## src/rtl/uart_pkg.sv

```systemverilog
// -----------------------------------------------------------------------------
// uart_pkg
//   Shared definitions for the UART transmitter (and the future receiver):
//   parity_mode encodings, transmitter FSM state encodings, and a helper that
//   decides whether a parity bit is part of the frame.
// -----------------------------------------------------------------------------
package uart_pkg;

  // parity_mode encodings. 2'b11 is a second spelling of "no parity".
  typedef enum logic [1:0] {
    PAR_NONE     = 2'b00,
    PAR_EVEN     = 2'b01,
    PAR_ODD      = 2'b10,
    PAR_NONE_ALT = 2'b11
  } parity_mode_e;

  // Transmitter FSM states.
  typedef enum logic [2:0] {
    ST_IDLE   = 3'd0,
    ST_START  = 3'd1,
    ST_DATA   = 3'd2,
    ST_PARITY = 3'd3,
    ST_STOP   = 3'd4
  } tx_state_e;

  // A parity bit is sent only for the even and odd encodings.
  function automatic logic parity_enabled(input logic [1:0] mode);
    return (mode == PAR_EVEN) || (mode == PAR_ODD);
  endfunction

endpackage

```

## src/rtl/uart_tx_fifo.sv

```systemverilog
// -----------------------------------------------------------------------------
// uart_tx_fifo
//   Synchronous single-clock FIFO holding words waiting for transmission.
//   The head word is visible combinationally on dout so the transmitter can
//   load it into its shift register in the same cycle it pops.
// Ports
//   clk      in   clock, rising edge
//   srst     in   synchronous active-high reset (pointers, count, overflow)
//   push     in   write din this cycle (ignored when full)
//   pop      in   drop the head word this cycle (ignored when empty)
//   din      in   WORD_SIZE  word to store
//   dout     out  WORD_SIZE  head word (valid when !empty)
//   full     out  FIFO holds FIFO_DEPTH words
//   empty    out  FIFO holds 0 words
//   count    out  clog2(FIFO_DEPTH)+1  current occupancy
//   overflow out  sticky: a push was attempted while full
// -----------------------------------------------------------------------------
module uart_tx_fifo
  import uart_pkg::*;
#(
  parameter int WORD_SIZE  = 8,
  parameter int FIFO_DEPTH = 4
) (
  input  logic                          clk,
  input  logic                          srst,
  input  logic                          push,
  input  logic                          pop,
  input  logic [WORD_SIZE-1:0]          din,
  output logic [WORD_SIZE-1:0]          dout,
  output logic                          full,
  output logic                          empty,
  output logic [$clog2(FIFO_DEPTH):0]   count,
  output logic                          overflow
);

  localparam int AW = $clog2(FIFO_DEPTH);
  localparam int CW = AW + 1;

  logic [WORD_SIZE-1:0] mem_q [FIFO_DEPTH];

  logic [AW-1:0] wr_ptr_q, wr_ptr_d;
  logic [AW-1:0] rd_ptr_q, rd_ptr_d;
  logic [CW-1:0] count_q,  count_d;
  logic          overflow_q, overflow_d;

  logic push_ok;
  logic pop_ok;

  // Full/empty come from the pre-edge count, so a pop in the same cycle
  // never makes room for a write to a full FIFO.
  assign full    = (count_q == CW'(FIFO_DEPTH));
  assign empty   = (count_q == '0);
  assign push_ok = push && !full;
  assign pop_ok  = pop && !empty;

  always_comb begin
    wr_ptr_d   = wr_ptr_q;
    rd_ptr_d   = rd_ptr_q;
    count_d    = count_q;
    overflow_d = overflow_q | (push && full);

    if (push_ok) begin
      wr_ptr_d = wr_ptr_q + AW'(1);
    end
    if (pop_ok) begin
      rd_ptr_d = rd_ptr_q + AW'(1);
    end

    unique case ({push_ok, pop_ok})
      2'b10:   count_d = count_q + CW'(1);
      2'b01:   count_d = count_q - CW'(1);
      default: count_d = count_q;
    endcase
  end

  always_ff @(posedge clk) begin
    if (srst) begin
      wr_ptr_q   <= '0;
      rd_ptr_q   <= '0;
      count_q    <= '0;
      overflow_q <= 1'b0;
    end else begin
      wr_ptr_q   <= wr_ptr_d;
      rd_ptr_q   <= rd_ptr_d;
      count_q    <= count_d;
      overflow_q <= overflow_d;
    end
  end

  // Storage carries no reset: resetting the pointers discards the contents.
  always_ff @(posedge clk) begin
    if (push_ok) begin
      mem_q[wr_ptr_q] <= din;
    end
  end

  assign dout     = mem_q[rd_ptr_q];
  assign count    = count_q;
  assign overflow = overflow_q;

endmodule

```

## src/rtl/uart_xmtr_fifo.sv

```systemverilog
// -----------------------------------------------------------------------------
// uart_xmtr_fifo
//   Buffered UART transmitter. Words written with wr_en are queued in a FIFO
//   and sent LSB-first as start / WORD_SIZE data / optional parity / 1-2 stop
//   bits, each bit lasting max(baud_div,1) clocks. Frames follow each other
//   with no idle gap while the FIFO has data.
// Ports
//   Clock       in   clock, rising edge
//   rst         in   synchronous active-high reset
//   Data_Bus    in   WORD_SIZE  word to queue
//   wr_en       in   push Data_Bus this cycle
//   baud_div    in   DIV_W      clocks per bit (0 behaves as 1)
//   parity_mode in   2          00 none, 01 even, 10 odd, 11 none
//   two_stop    in   1: two stop bits, 0: one
//   Serial_out  out  registered TX line, idle high
//   fifo_full   out  FIFO full
//   fifo_empty  out  FIFO empty
//   fifo_count  out  FIFO occupancy
//   busy        out  frame in progress
//   overflow    out  sticky write-while-full flag
// -----------------------------------------------------------------------------
module uart_xmtr_fifo
  import uart_pkg::*;
#(
  parameter int WORD_SIZE  = 8,
  parameter int FIFO_DEPTH = 4,
  parameter int DIV_W      = 16
) (
  input  logic                          Clock,
  input  logic                          rst,
  input  logic [WORD_SIZE-1:0]          Data_Bus,
  input  logic                          wr_en,
  input  logic [DIV_W-1:0]              baud_div,
  input  logic [1:0]                    parity_mode,
  input  logic                          two_stop,
  output logic                          Serial_out,
  output logic                          fifo_full,
  output logic                          fifo_empty,
  output logic [$clog2(FIFO_DEPTH):0]   fifo_count,
  output logic                          busy,
  output logic                          overflow
);

  localparam int BW = $clog2(WORD_SIZE);

  tx_state_e            state_q,    state_d;
  logic [DIV_W-1:0]     baud_cnt_q, baud_cnt_d;
  logic [DIV_W-1:0]     bit_max_q,  bit_max_d;   // latched max(baud_div,1)-1
  logic [1:0]           par_mode_q, par_mode_d;
  logic                 two_stop_q, two_stop_d;
  logic [BW-1:0]        bit_cnt_q,  bit_cnt_d;   // data bit index / stop bit index
  logic [WORD_SIZE-1:0] shreg_q,    shreg_d;
  logic                 par_acc_q,  par_acc_d;   // XOR of data bits sent so far
  logic                 serial_q,   serial_d;
  logic                 busy_q,     busy_d;

  logic                 bit_end;
  logic                 start_frame;
  logic [WORD_SIZE-1:0] fifo_dout;

  uart_tx_fifo #(
    .WORD_SIZE  (WORD_SIZE),
    .FIFO_DEPTH (FIFO_DEPTH)
  ) u_fifo (
    .clk      (Clock),
    .srst     (rst),
    .push     (wr_en),
    .pop      (start_frame),
    .din      (Data_Bus),
    .dout     (fifo_dout),
    .full     (fifo_full),
    .empty    (fifo_empty),
    .count    (fifo_count),
    .overflow (overflow)
  );

  // Last clock of the current bit period.
  assign bit_end = (baud_cnt_q == bit_max_q);

  always_comb begin
    state_d     = state_q;
    baud_cnt_d  = baud_cnt_q;
    bit_max_d   = bit_max_q;
    par_mode_d  = par_mode_q;
    two_stop_d  = two_stop_q;
    bit_cnt_d   = bit_cnt_q;
    shreg_d     = shreg_q;
    par_acc_d   = par_acc_q;
    serial_d    = serial_q;
    start_frame = 1'b0;

    // Baud counter runs while a frame is active and restarts on every bit.
    if (state_q != ST_IDLE) begin
      baud_cnt_d = bit_end ? '0 : baud_cnt_q + DIV_W'(1);
    end

    // serial_d is always the line value for the state being entered, so the
    // registered output changes on the same edge as the state.
    case (state_q)
      ST_IDLE: begin
        serial_d   = 1'b1;
        baud_cnt_d = '0;
        if (!fifo_empty) begin
          start_frame = 1'b1;
        end
      end

      ST_START: begin
        if (bit_end) begin
          state_d   = ST_DATA;
          bit_cnt_d = '0;
          serial_d  = shreg_q[0];
          par_acc_d = shreg_q[0];
        end
      end

      ST_DATA: begin
        if (bit_end) begin
          if (bit_cnt_q == BW'(WORD_SIZE - 1)) begin
            bit_cnt_d = '0;
            if (parity_enabled(par_mode_q)) begin
              state_d  = ST_PARITY;
              // Even: bit equals XOR of the data; odd: its complement.
              serial_d = par_acc_q ^ (par_mode_q == PAR_ODD);
            end else begin
              state_d  = ST_STOP;
              serial_d = 1'b1;
            end
          end else begin
            bit_cnt_d = bit_cnt_q + BW'(1);
            shreg_d   = shreg_q >> 1;
            serial_d  = shreg_q[1];
            par_acc_d = par_acc_q ^ shreg_q[1];
          end
        end
      end

      ST_PARITY: begin
        if (bit_end) begin
          state_d   = ST_STOP;
          bit_cnt_d = '0;
          serial_d  = 1'b1;
        end
      end

      ST_STOP: begin
        if (bit_end) begin
          if (two_stop_q && (bit_cnt_q == '0)) begin
            bit_cnt_d = BW'(1);
            serial_d  = 1'b1;
          end else if (!fifo_empty) begin
            // Chain straight into the next frame without an idle bit.
            start_frame = 1'b1;
          end else begin
            state_d  = ST_IDLE;
            serial_d = 1'b1;
          end
        end
      end

      default: begin
        state_d  = ST_IDLE;
        serial_d = 1'b1;
      end
    endcase

    // Frame start: pop the head word, capture the line configuration for the
    // whole frame, and drive the start bit from the next edge.
    if (start_frame) begin
      state_d    = ST_START;
      shreg_d    = fifo_dout;
      bit_max_d  = (baud_div == '0) ? '0 : baud_div - DIV_W'(1);
      par_mode_d = parity_mode;
      two_stop_d = two_stop;
      baud_cnt_d = '0;
      bit_cnt_d  = '0;
      par_acc_d  = 1'b0;
      serial_d   = 1'b0;
    end

    busy_d = (state_d != ST_IDLE);
  end

  always_ff @(posedge Clock) begin
    if (rst) begin
      state_q    <= ST_IDLE;
      baud_cnt_q <= '0;
      bit_max_q  <= '0;
      par_mode_q <= PAR_NONE;
      two_stop_q <= 1'b0;
      bit_cnt_q  <= '0;
      shreg_q    <= '0;
      par_acc_q  <= 1'b0;
      serial_q   <= 1'b1;
      busy_q     <= 1'b0;
    end else begin
      state_q    <= state_d;
      baud_cnt_q <= baud_cnt_d;
      bit_max_q  <= bit_max_d;
      par_mode_q <= par_mode_d;
      two_stop_q <= two_stop_d;
      bit_cnt_q  <= bit_cnt_d;
      shreg_q    <= shreg_d;
      par_acc_q  <= par_acc_d;
      serial_q   <= serial_d;
      busy_q     <= busy_d;
    end
  end

  assign Serial_out = serial_q;
  assign busy       = busy_q;

endmodule

```

## config.mk

```make
export PLATFORM = sky130hd
export DESIGN_NAME = uart_xmtr_fifo
export DESIGN_NICKNAME = d
export VERILOG_FILES = /design/src/rtl/uart_pkg.sv /design/src/rtl/uart_tx_fifo.sv /design/src/rtl/uart_xmtr_fifo.sv
export SDC_FILE = /design/constraint.sdc
export NUM_CORES = 1
export LEC_CHECK = 0
export BUFFER_PORTS_ARGS = -buffer_cell sky130_fd_sc_hd__buf_2
export CORE_MARGIN = 2
export CORE_UTILIZATION = 54
export DETAILED_ROUTE_END_ITERATION = 6
export PLACE_DENSITY = 0.76
export SLEW_MARGIN = 15
export SYNTH_ARGS = -nofsm -noshare
export SYNTH_HDL_FRONTEND = slang
export SYNTH_SLANG_ARGS = --single-unit
```

## constraint.sdc

```tcl
create_clock -name Clock -period 3.4 [get_ports Clock]
set_clock_uncertainty 0.15 [all_clocks]
set_input_delay 0 -clock Clock [delete_from_list [all_inputs] [get_ports Clock]]
set_output_delay 0 -clock Clock [all_outputs]
set_load 0.01 [all_outputs]
```

==> impl_results.md, run 1 <==
- Largest net degree at the start of global routing: 30
- Sw Pwr: 1510 uW
- Syn nets: 504
- Row cnt: 34
- RR Startpoint: bit_cnt_q[0]$_SDFFE_PP0P_
- CP Cell Sequence: inv_1 > ha_1 > and3b_1 > a2111oi_4 > o21ai_2 > inv_1 > ha_1 > inv_1 > fa_1 > xor2_1 > or3_1 > a21oi_1
- Worst-Margin Slew: 748 ps
- GP Congestion: 0.813
- Fin crit period: 3120 ps
- Avg WL per Cell: 15.7 um
- Commonest non-fill, non-tap cell in the layout: dfxtp_1
- Fill count: 671
- Final Cycle Share: 91.7%
- Asr flop ratio synth: 0%
- Initial core utilization: 55.5%
- # IOs: 38
- Die area: 9690 um^2
- GR peak layer: met2
- Final setup fails: 0
- Required time of the critical path: 3540 ps
- I/O Buffers: 37
- CTS tree: built
- Syn. warnings: 0
- Crit. Startpoint: bit_cnt_q[0]$_SDFFE_PP0P_
- Root buf cell: clkbuf_8
- Met3 usage: 4.75%
- Crit end category: register
- Crit path arrival time: 3260 ps
- Flop pwr share: 38.6%
- Cells after synthesis: 462
- Gr ovfl total: 0
- Maximum clock path buffer count: 2
- Layout cells sized above 1: 16.7%
- Clock input transition at the sequential cells of the worst setup and hold paths: 90 ps
- Clock Power Share: 20.2%
- TritonCTS buffer count: 9
- LEAKAGE: 0.00218 uW
- Final net count: 570
- Reg2reg end: u_fifo.count[2]$_SDFFE_PP0P_
- First-pass DRT Iterations: 4
- Met1 Resource Use GR: 27.6%
- Max-slew violations: 0
- Ant. Diodes: 0
- Area leader, netlist: dfxtp_1
- Area growth syn-to-layout: 16.5%
- Crit path buffers/inverters: 3
- Syn Area/Cell: 10.4 um^2
- DIE HEIGHT: 98.5 um
- Critical path's largest stage delay: 400 ps
- Share of the synthesized area in the top cell type: 25.8%
- Max IR drop VDD: 380 uV
- Initial antenna violation count: 0
- Yosys cell types: 67
- Core Region: 8680 um^2
- MaxCap Viol Count: 0
- CP dominant cell by count: inv_1
- Worst-skew pair later-pin latency: 360 ps
- Hold path depth: 6
- GRT Total Usage: 22.3%
- Max Clock Freq: 321 MHz
- Number of global-route vias before repair: 3649
- Syn Std Cell Area: 4820 um^2
- R2R Setup Slk: 280 ps
- DR vias: 3637
- Unrepaired setup endpoints after global routing: false
- Number of remaining DRC errors: 0
- Worst Hold Endpoint: bit_max_q[15]$_SDFFE_PP0N_
- Sequential share of the synthesized area: 45.7%
- EDFF count, synth: 32
- Hold Vio Cnt, Final: 0
- Yosys reg bits: 94
- Worst Reg-to-Reg Cells: 12
- DP HPWL: 6.85 mm
- Cell Int Power: 2560 uW
- Status: finished, final reports clean
- Initial drt markers: 182
- WP depth: 12
- Setup_tns: 0 ps
- # clock sinks: 94
- Synth Flop Type: dfxtp_1
- Crit path max-delay family: compound AO/OA/AOI/OAI gates
- Slowest cell on crit path: a2111oi_4
- Critical-path maximum fanout: 8
- Switching Fraction: 37.0%
- First-pass GRT wire length: 17.5 mm
- Worst hold path class: in2reg
- Type of origin of the critical path: register
- DR vias/cell: 5.67
- CTS H-tree lvls: 3
- Slew margin rel.: 50.0%
- DRT Wirelength: 10.1 mm
- Routed Antenna Nets: 0
- Comb pwr share: 41.2%
- Hold WS: 80.3 ps
- Met2 Track Usage GR: 38.6%
- WS Path Type: reg2reg
- Die X: 98.5 um
- Cell area power density: 725 nW/um^2
- Hold Path Origin: baud_div[3]
- Ranking of synthesized cells by area: dfxtp_1 (26%), edfxtp_1 (20%), xor2_1 (5.6%)
- Most frequent cells in the layout: dfxtp_1 (62), nor2_1 (47), nand2_1 (38), buf_2 (37), dlygate4sd3_1 (35)
## worst max-delay path by stage
stage	end
floorplan	u_fifo.count[2]$_SDFFE_PP0P_
global placement	u_fifo.count[2]$_SDFFE_PP0P_
detailed placement	u_fifo.count[2]$_SDFFE_PP0P_
CTS	u_fifo.count[2]$_SDFFE_PP0P_
global route	u_fifo.count[2]$_SDFFE_PP0P_
finish	u_fifo.count[2]$_SDFFE_PP0P_
## cells in the mapped netlist (all sizes together), types with 11 or more instances
cell type / count
ha: 11
edfxtp: 32
inv: 25
nor2: 47
clkbuf: 15
o21ai: 12
dfxtp: 62
a211oi: 12
mux2i: 15
nand2: 38
xnor2: 12
xor2: 31
## routing by layer
| layer | up-vias | routed length (um) |
|---|---|---|
| met5 | - | 0 |
| met4 | 0 | 187 |
| met3 | 21 | 415 |
| met2 | 89 | 5140 |
| met1 | 1733 | 4340 |
| li1 | 1794 | - |
## final cells by class
| type | count | area (um^2) | area share, % |
|---|---|---|---|
| clock inverter | 6 | 93.8 | 1.67 |
| inverter | 26 | 103 | 1.83 |
| sequential | 94 | 2200 | 39.2 |
| clock buffer | 10 | 128 | 2.27 |
| multi-input combinational | 318 | 2370 | 42.1 |
| timing repair buffer | 79 | 588 | 10.5 |
| tap | 108 | 135 | 2.41 |
## logic make-up (layout without fill, tap and decap cells)
group / count (synthesis) / count (layout) / synth area share [%]
muxes: 32 / 32 / 8.96
DFF: 94 / 94 / 45.7
and+or+nand+nor: 155 / 155 / 16.5
xor gates and xnor gates: 43 / 43 / 7.82
buffers and inverters: 50 / 121 / 5.19
adders and majority gates: 12 / 12 / 3.27
AOI/OAI and AO/OA: 76 / 76 / 12.5
## flip-flops by register name, summed over array words and instances (netlist names), 3 cells and up, named ones only
name and count:
bit_cnt_q 3, shreg_q 8, bit_max_q 16, u_fifo.mem_q 32, baud_cnt_q 16, state_q 3
u_fifo.count 3
## worst register-to-register path: stages, from the launching register on
cell and delay [ps]:
dfxtp_1 360, inv_1 80, ha_1 190, and3b_1 260, a2111oi_4 400, o21ai_2 240, inv_1 130, ha_1 180
inv_1 70, fa_1 380, xor2_1 160, or3_1 320, a21oi_1 140
## power by group through the flow
stage / registers, uW / logic [uW] / clock network (uW)
6_report: 1570 / 1680 / 823
5_1_grt: 1610 / 1850 / 887
4_1_cts: 1570 / 1680 / 845
3_5_place_dp: 1600 / 1640 / 0
3_3_place_gp: 1590 / 1590 / 0
2_1_floorplan: 1530 / 1350 / 0
## through the flow
stage / worst slack, ps / util, % / power (uW) / cells / instance area (um^2)
after global placement: 388 / 58.1 / 3180 / 590 / 5040
final: 282 / 64.7 / 4070 / 641 / 5620
after detailed placement: 283 / 58.1 / 3240 / 590 / 5040
after CTS: 267 / 64.7 / 4100 / 641 / 5620
after global routing: 81.0 / 64.7 / 4350 / 641 / 5620
after floorplan: 106 / - / 2880 / 462 / 4820
## what timing repair did
action / in CTS / in global routing
resized for setup: 0 / 0
hold endpoints to repair: 54 / 0
buffers inserted: 0 / 0
hold buffers: 35 / 0
setup endpoints to repair: 0 / 0
(Power assumes the default switching activity.)
==> run 2, diff against run 1 <==
- REMOVE_ABC_BUFFERS: unset -> 1
==> impl_results.md, run 2 (same netlist as run 1, synthesis figures left out) <==
- DRT Wirelength: 10.5 mm (+3.7%)
- LEAKAGE: 0.00217 uW (-0.49%)
- # clock sinks: 94 (unchanged)
- Number of remaining DRC errors: 0 (unchanged)
- Commonest non-fill, non-tap cell in the layout: dfxtp_1
- Most frequent cells in the layout: dfxtp_1 (62), nor2_1 (47), nand2_1 (38), buf_2 (37), dlygate4sd3_1 (35)
- Sw Pwr: 1570 uW (+4.0%)
- Ant. Diodes: 0 (unchanged)
- GRT Total Usage: 22.7% (+0.38 points)
- Clock input transition at the sequential cells of the worst setup and hold paths: 110 ps (+20 ps)
- Routed Antenna Nets: 0 (unchanged)
- Design Area, Final: 5590 um^2 (-0.40%)
- Area growth syn-to-layout: 16.1%
- Max Clock Freq: 334 MHz (+4.0%)
- Number of flip-flops in the largest register: 32 (unchanged)
- Pre-CTS setup slack: 403 ps (+121 ps)
- DR vias/cell: 5.73 (+1.1%)
- Final cell count without fillers: 641 (unchanged)
- Max-slew violations: 0 (unchanged)
- First-pass GRT wire length: 17.8 mm (+1.7%)
- Cell area power density: 715 nW/um^2 (-1.4%)
- Root buf cell: clkbuf_8
- Die area: 9690 um^2 (unchanged)
- Hold WS: 82.8 ps (+2.49 ps)
- TritonCTS buffer count: 9 (unchanged)
- Crit end category: register
- GP Congestion: 0.843 (+3.7%)
- I/O Buffers: 37 (unchanged)
- Placed cell count: 590 (unchanged)
- Initial antenna violation count: 0 (unchanged)
- Flop pwr share: 39.5% (+0.9 points)
- Post-route setup slack: 403 ps (+121 ps)
- CTS H-tree lvls: 3 (unchanged)
- Unrepaired setup endpoints after global routing: false
- Fin crit period: 3000 ps (-121 ps)
- Hold Vio Cnt, Final: 0 (unchanged)
- Switching Fraction: 39.2% (+2.2 points)
- Final net count: 570 (unchanged)
- Number of global-route vias before repair: 3842 (+5.3%)
- MaxCap Viol Count: 0 (unchanged)
- First-pass DRT Iterations: 4 (unchanged)
- Largest register by flop count: u_fifo.mem_q
- DP HPWL: 6.84 mm (about the same)
- Crit path arrival time: 3160 ps (-100 ps)
- DR vias: 3676 (+1.1%)
- Worst-skew pair later-pin latency: 380 ps (+20 ps)
- Placed inst area: 5040 um^2 (unchanged)
- Row cnt: 34 (unchanged)
- # IOs: 38 (unchanged)
- Biggest regs: u_fifo.mem_q x32, baud_cnt_q x16, bit_max_q x16
- Number of post-CTS setup repair buffers: 0 (unchanged)
- Worst-Margin Slew: 717 ps (-31.1 ps)
- Avg WL per Cell: 16.3 um (+3.7%)
- Type of origin of the critical path: register
- Slew margin rel.: 51.6% (+1.6 points)
- Final Cycle Share: 88.1% (-3.6 points)
- Status: finished, final reports clean
- DIE HEIGHT: 98.5 um (unchanged)
- Layout cells sized above 1: 16.9% (+0.19 points)
- Initial drt markers: 150 (-18%)
- Max IR drop VDD: 381 uV (+0.35%)
- WS Path Type: reg2reg
- Critical-path maximum fanout: 6 (-2)
- Initial core utilization: 55.5% (unchanged)
- Largest net degree at the start of global routing: 32 (+6.7%)
- Setup_tns: 0 ps (unchanged)
- Gr ovfl total: 0 (unchanged)
- Final setup fails: 0 (unchanged)
- Core Region: 8680 um^2 (unchanged)
- Die X: 98.5 um (unchanged)
- CTS tree: built
- Worst hold path class: in2reg
- Clock Power Share: 18.5% (-1.7 points)
- Required time of the critical path: 3560 ps (+20 ps)
- Comb pwr share: 42.1% (+0.9 points)
- Maximum clock path buffer count: 2 (unchanged)
- Cell Int Power: 2430 uW (-5.2%)
==> run 2: critical path: stages, from the launching register on <==
cell	delay (ps)
dfxtp_1	370
inv_1	80
ha_1	190
and3b_1	270
a2111oi_4	410
o21ai_2	120
inv_1	100
ha_1	190
inv_1	70
fa_1	390
xor2_1	160
or3_1	300
a21oi_1	130
==> run 2: cell type report <==
| class | instances | area [um^2] |
|---|---|---|
| fillers | 688 | 3090 |
| multi-input cells | 318 | 2370 |
| flip-flops and latches | 94 | 2200 |
| repair buffers | 79 | 588 |
| well taps | 108 | 135 |
| clock buffers | 9 | 124 |
| inverters | 26 | 103 |
| clock inverters | 7 | 75.1 |
==> run 2: metrics by stage <==
| step | total power [uW] | util, % |
|---|---|---|
| 2_1_floorplan | 2760 | - |
| 3_3_place_gp | 3180 | 58.1 |
| 3_5_place_dp | 3230 | 58.1 |
| 4_1_cts | 4000 | 64.4 |
| 5_1_grt | 4260 | 64.4 |
| 6_report | 4000 | 64.4 |
==> run 2: power by group through the flow <==
| stage | clock (uW) | combinational (uW) | sequential, uW |
|---|---|---|---|
| floorplan | 0 | 1200 | 1560 |
| global placement | 0 | 1580 | 1590 |
| detailed placement | 0 | 1630 | 1600 |
| CTS | 751 | 1680 | 1580 |
| global route | 798 | 1860 | 1610 |
| finish | 739 | 1680 | 1580 |
==> run 2: metal layers <==
| layer | part of all wire (%) | routed length (um) | GRT usage (%) |
|---|---|---|---|
| met5 | 0 | 0 | 0 |
| met4 | 2.2 | 231 | 7.59 |
| met3 | 3.7 | 387 | 5.67 |
| met2 | 51 | 5370 | 40.5 |
| met1 | 43 | 4480 | 26.6 |
==> run 2: repair_timing <==
item                                   CTS  global route
hold buffers                            35             0
resized for setup                        0             0
endpoints found under the hold margin   56             0
==> run 2: worst paths after layout <==
path | startpoint | to | slack [ps] | cells after the start
min reg2reg | two_stop_q$_SDFFE_PP0N_ | two_stop_q$_SDFFE_PP0N_ | 310 | 2
min | baud_div[3] | bit_max_q[4]$_SDFFE_PP0N_ | 80 | 5
max | bit_cnt_q[0]$_SDFFE_PP0P_ | u_fifo.count[2]$_SDFFE_PP0P_ | 400 | 12
max reg2reg | bit_cnt_q[0]$_SDFFE_PP0P_ | u_fifo.count[2]$_SDFFE_PP0P_ | 400 | 12
==> run 3, diff against run 2 <==
- PLACE_DENSITY: 0.76 -> 0.73
- REMOVE_ABC_BUFFERS: 1 -> unset
==> impl_results.md, run 3 (same netlist as run 1, synthesis figures left out) <==
- Max IR drop VDD: 384 uV (+0.67%)
- Gr ovfl total: 0 (unchanged)
- Worst-Margin Slew: 976 ps (+259 ps)
- Final Util: 64.2% (-0.22 points)
- Die X: 98.5 um (unchanged)
- Type of origin of the critical path: register
- Number of remaining DRC errors: 0 (unchanged)
- DP HPWL: 6.87 mm (+0.43%)
- Post-CTS Resized: 0 (unchanged)
- Worst-skew pair later-pin latency: 360 ps (-20 ps)
- Final net count: 567 (-0.53%)
- Biggest regs: u_fifo.mem_q x32, baud_cnt_q x16, bit_max_q x16
- Crit. Startpoint: bit_cnt_q[0]$_SDFFE_PP0P_
- Commonest non-fill, non-tap cell in the layout: dfxtp_1
- # IOs: 38 (unchanged)
- DRT Wirelength: 10.2 mm (-2.6%)
- Number of flip-flops in the largest register: 32 (unchanged)
- GRT Total Usage: 22.1% (-0.58 points)
- Cell Int Power: 2520 uW (+3.7%)
- Critical-path maximum fanout: 6 (unchanged)
- CTS H-tree lvls: 3 (unchanged)
- Clock input transition at the sequential cells of the worst setup and hold paths: 90 ps (-20 ps)
- Reg2reg end: u_fifo.count[2]$_SDFFE_PP0P_
- Switching Fraction: 37.4% (-1.8 points)
- CTS tree: built
- Die area: 9690 um^2 (unchanged)
- Maximum clock path buffer count: 2 (unchanged)
- Hold Vio Cnt, Final: 0 (unchanged)
- Largest net degree at the start of global routing: 32 (unchanged)
- LEAKAGE: 0.00216 uW (-0.53%)
- Initial antenna violation count: 0 (unchanged)
- Most frequent cells in the layout: dfxtp_1 (62), nor2_1 (47), nand2_1 (38), buf_2 (37), dlygate4sd3_1 (33)
- Sw Pwr: 1510 uW (-3.8%)
- Number of global-route vias before repair: 3679 (-4.2%)
- RR Startpoint: bit_cnt_q[0]$_SDFFE_PP0P_
- First-pass DRT Iterations: 4 (unchanged)
- Status: finished, final reports clean
- Area growth syn-to-layout: 15.7%
- Crit path arrival time: 3080 ps (-80 ps)
- Final Cycle Share: 86.6% (-1.6 points)
- Unrepaired setup endpoints after global routing: false
- R2R Setup Slk: 460 ps (+50 ps)
- Comb pwr share: 41.6% (-0.5 points)
- Routed Antenna Nets: 0 (unchanged)
- Worst Reg-to-Reg Cells: 12 (unchanged)
- Setup_tns: 0 ps (unchanged)
- I/O Buffers: 37 (unchanged)
- DR vias/cell: 5.77 (+0.66%)
- Worst hold path class: in2reg
- Core Region: 8680 um^2 (unchanged)
- Final setup fails: 0 (unchanged)
- GP Congestion: 0.888 (+5.4%)
- Slew margin rel.: 34.3% (-17 points)
- # clock sinks: 94 (unchanged)
- Cell area power density: 723 nW/um^2 (+1.1%)
- Flop pwr share: 39.1% (-0.4 points)
- Critical Path End: u_fifo.count[2]$_SDFFE_PP0P_
- DIE HEIGHT: 98.5 um (unchanged)
- Initial drt markers: 144 (-4.0%)
- Clock Power Share: 19.3% (+0.8 points)
- TritonCTS buffer count: 9 (unchanged)
- Avg WL per Cell: 16.0 um (-2.1%)
- Largest register by flop count: u_fifo.mem_q
- Fin crit period: 2940 ps (-53.3 ps)
- WS Path Type: reg2reg
- Max Clock Freq: 340 MHz (+1.8%)
- Row cnt: 34 (unchanged)
- Root buf cell: clkbuf_8
- Initial core utilization: 55.5% (unchanged)
- Required time of the critical path: 3540 ps (-20 ps)
- Layout cells sized above 1: 16.6% (-0.28 points)
- DR vias: 3683 (+0.19%)
- Ant. Diodes: 0 (unchanged)
- First-pass GRT wire length: 17.3 mm (-2.6%)
- Max-slew violations: 0 (unchanged)
- Crit end category: register
- MaxCap Viol Count: 0 (unchanged)
==> run 3: timing repair <==
item,4_1_cts,5_1_grt
setup buffers,0,0
setup endpoints to repair,0,0
hold buffers,33,0
hold endpoints to repair,52,0
==> run 3: cell type report <==
| type | instances | area [um^2] |
|---|---|---|
| Multi-Input combinational cell | 318 | 2370 |
| Tap cell | 108 | 135 |
| Timing Repair Buffer | 76 | 561 |
| Sequential cell | 94 | 2200 |
| Fill cell | 715 | 3100 |
| Clock inverter | 4 | 52.6 |
| Inverter | 26 | 103 |
| Clock buffer | 12 | 155 |
==> run 3: how the worst min path moves through the flow <==
| stage | start | to | cells after the start |
|---|---|---|---|
| after global routing | rst | u_fifo.overflow$_SDFF_PP0_ | 2 |
| after detailed placement | Data_Bus[4] | u_fifo.mem_q[3][4]$_DFFE_PP_ | 1 |
| after CTS | rst | u_fifo.wr_ptr_q[1]$_SDFFE_PP0P_ | 2 |
| after global placement | Data_Bus[5] | u_fifo.mem_q[1][5]$_DFFE_PP_ | 1 |
| after floorplan | Data_Bus[0] | u_fifo.mem_q[0][0]$_DFFE_PP_ | 0 |
| final | rst | u_fifo.count[1]$_SDFFE_PP0P_ | 2 |
==> run 3: power by group through the flow <==
| stage | combinational (uW) | sequential, uW | clock, uW |
|---|---|---|---|
| 2_1_floorplan | 1350 | 1530 | 0 |
| 3_3_place_gp | 1590 | 1590 | 0 |
| 3_5_place_dp | 1640 | 1600 | 0 |
| 4_1_cts | 1680 | 1580 | 778 |
| 5_1_grt | 1850 | 1610 | 832 |
| 6_report | 1680 | 1580 | 778 |
==> run 3: per-stage QoR <==
step           instances  instance area, um^2  hold slack (ps)  setup WS, ps  total power [uW]
2_1_floorplan        462                 4820            -51.1           106              2880
3_3_place_gp         589                 5040             59.6           578              3190
3_5_place_dp         589                 5040             65.6           472              3240
4_1_cts              638                 5570             5.80           445              4030
5_1_grt              638                 5570             23.0           213              4300
6_report             638                 5570             6.93           456              4030
==> run 3: worst max-delay path, cell delays in order, from the launching register on <==
cell and delay [ps]:
dfxtp_1 370, inv_1 80, ha_1 190, and3b_1 270, a2111oi_4 410, o21ai_2 110, inv_1 90, ha_1 180
inv_1 60, fa_1 380, xor2_1 150, or3_1 300, a21oi_1 140
==> run 3: metal layers <==
| metal | wire length (um) | vias up | global-route usage (%) | share of wire [%] |
|---|---|---|---|---|
| li1 | - | 1799 | - | - |
| met1 | 4590 | 1797 | 28.4 | 45 |
| met5 | 0 | - | 0 | 0 |
| met4 | 233 | 0 | 7.90 | 2.3 |
| met2 | 5060 | 66 | 38.4 | 50 |
| met3 | 312 | 21 | 2.91 | 3.1 |
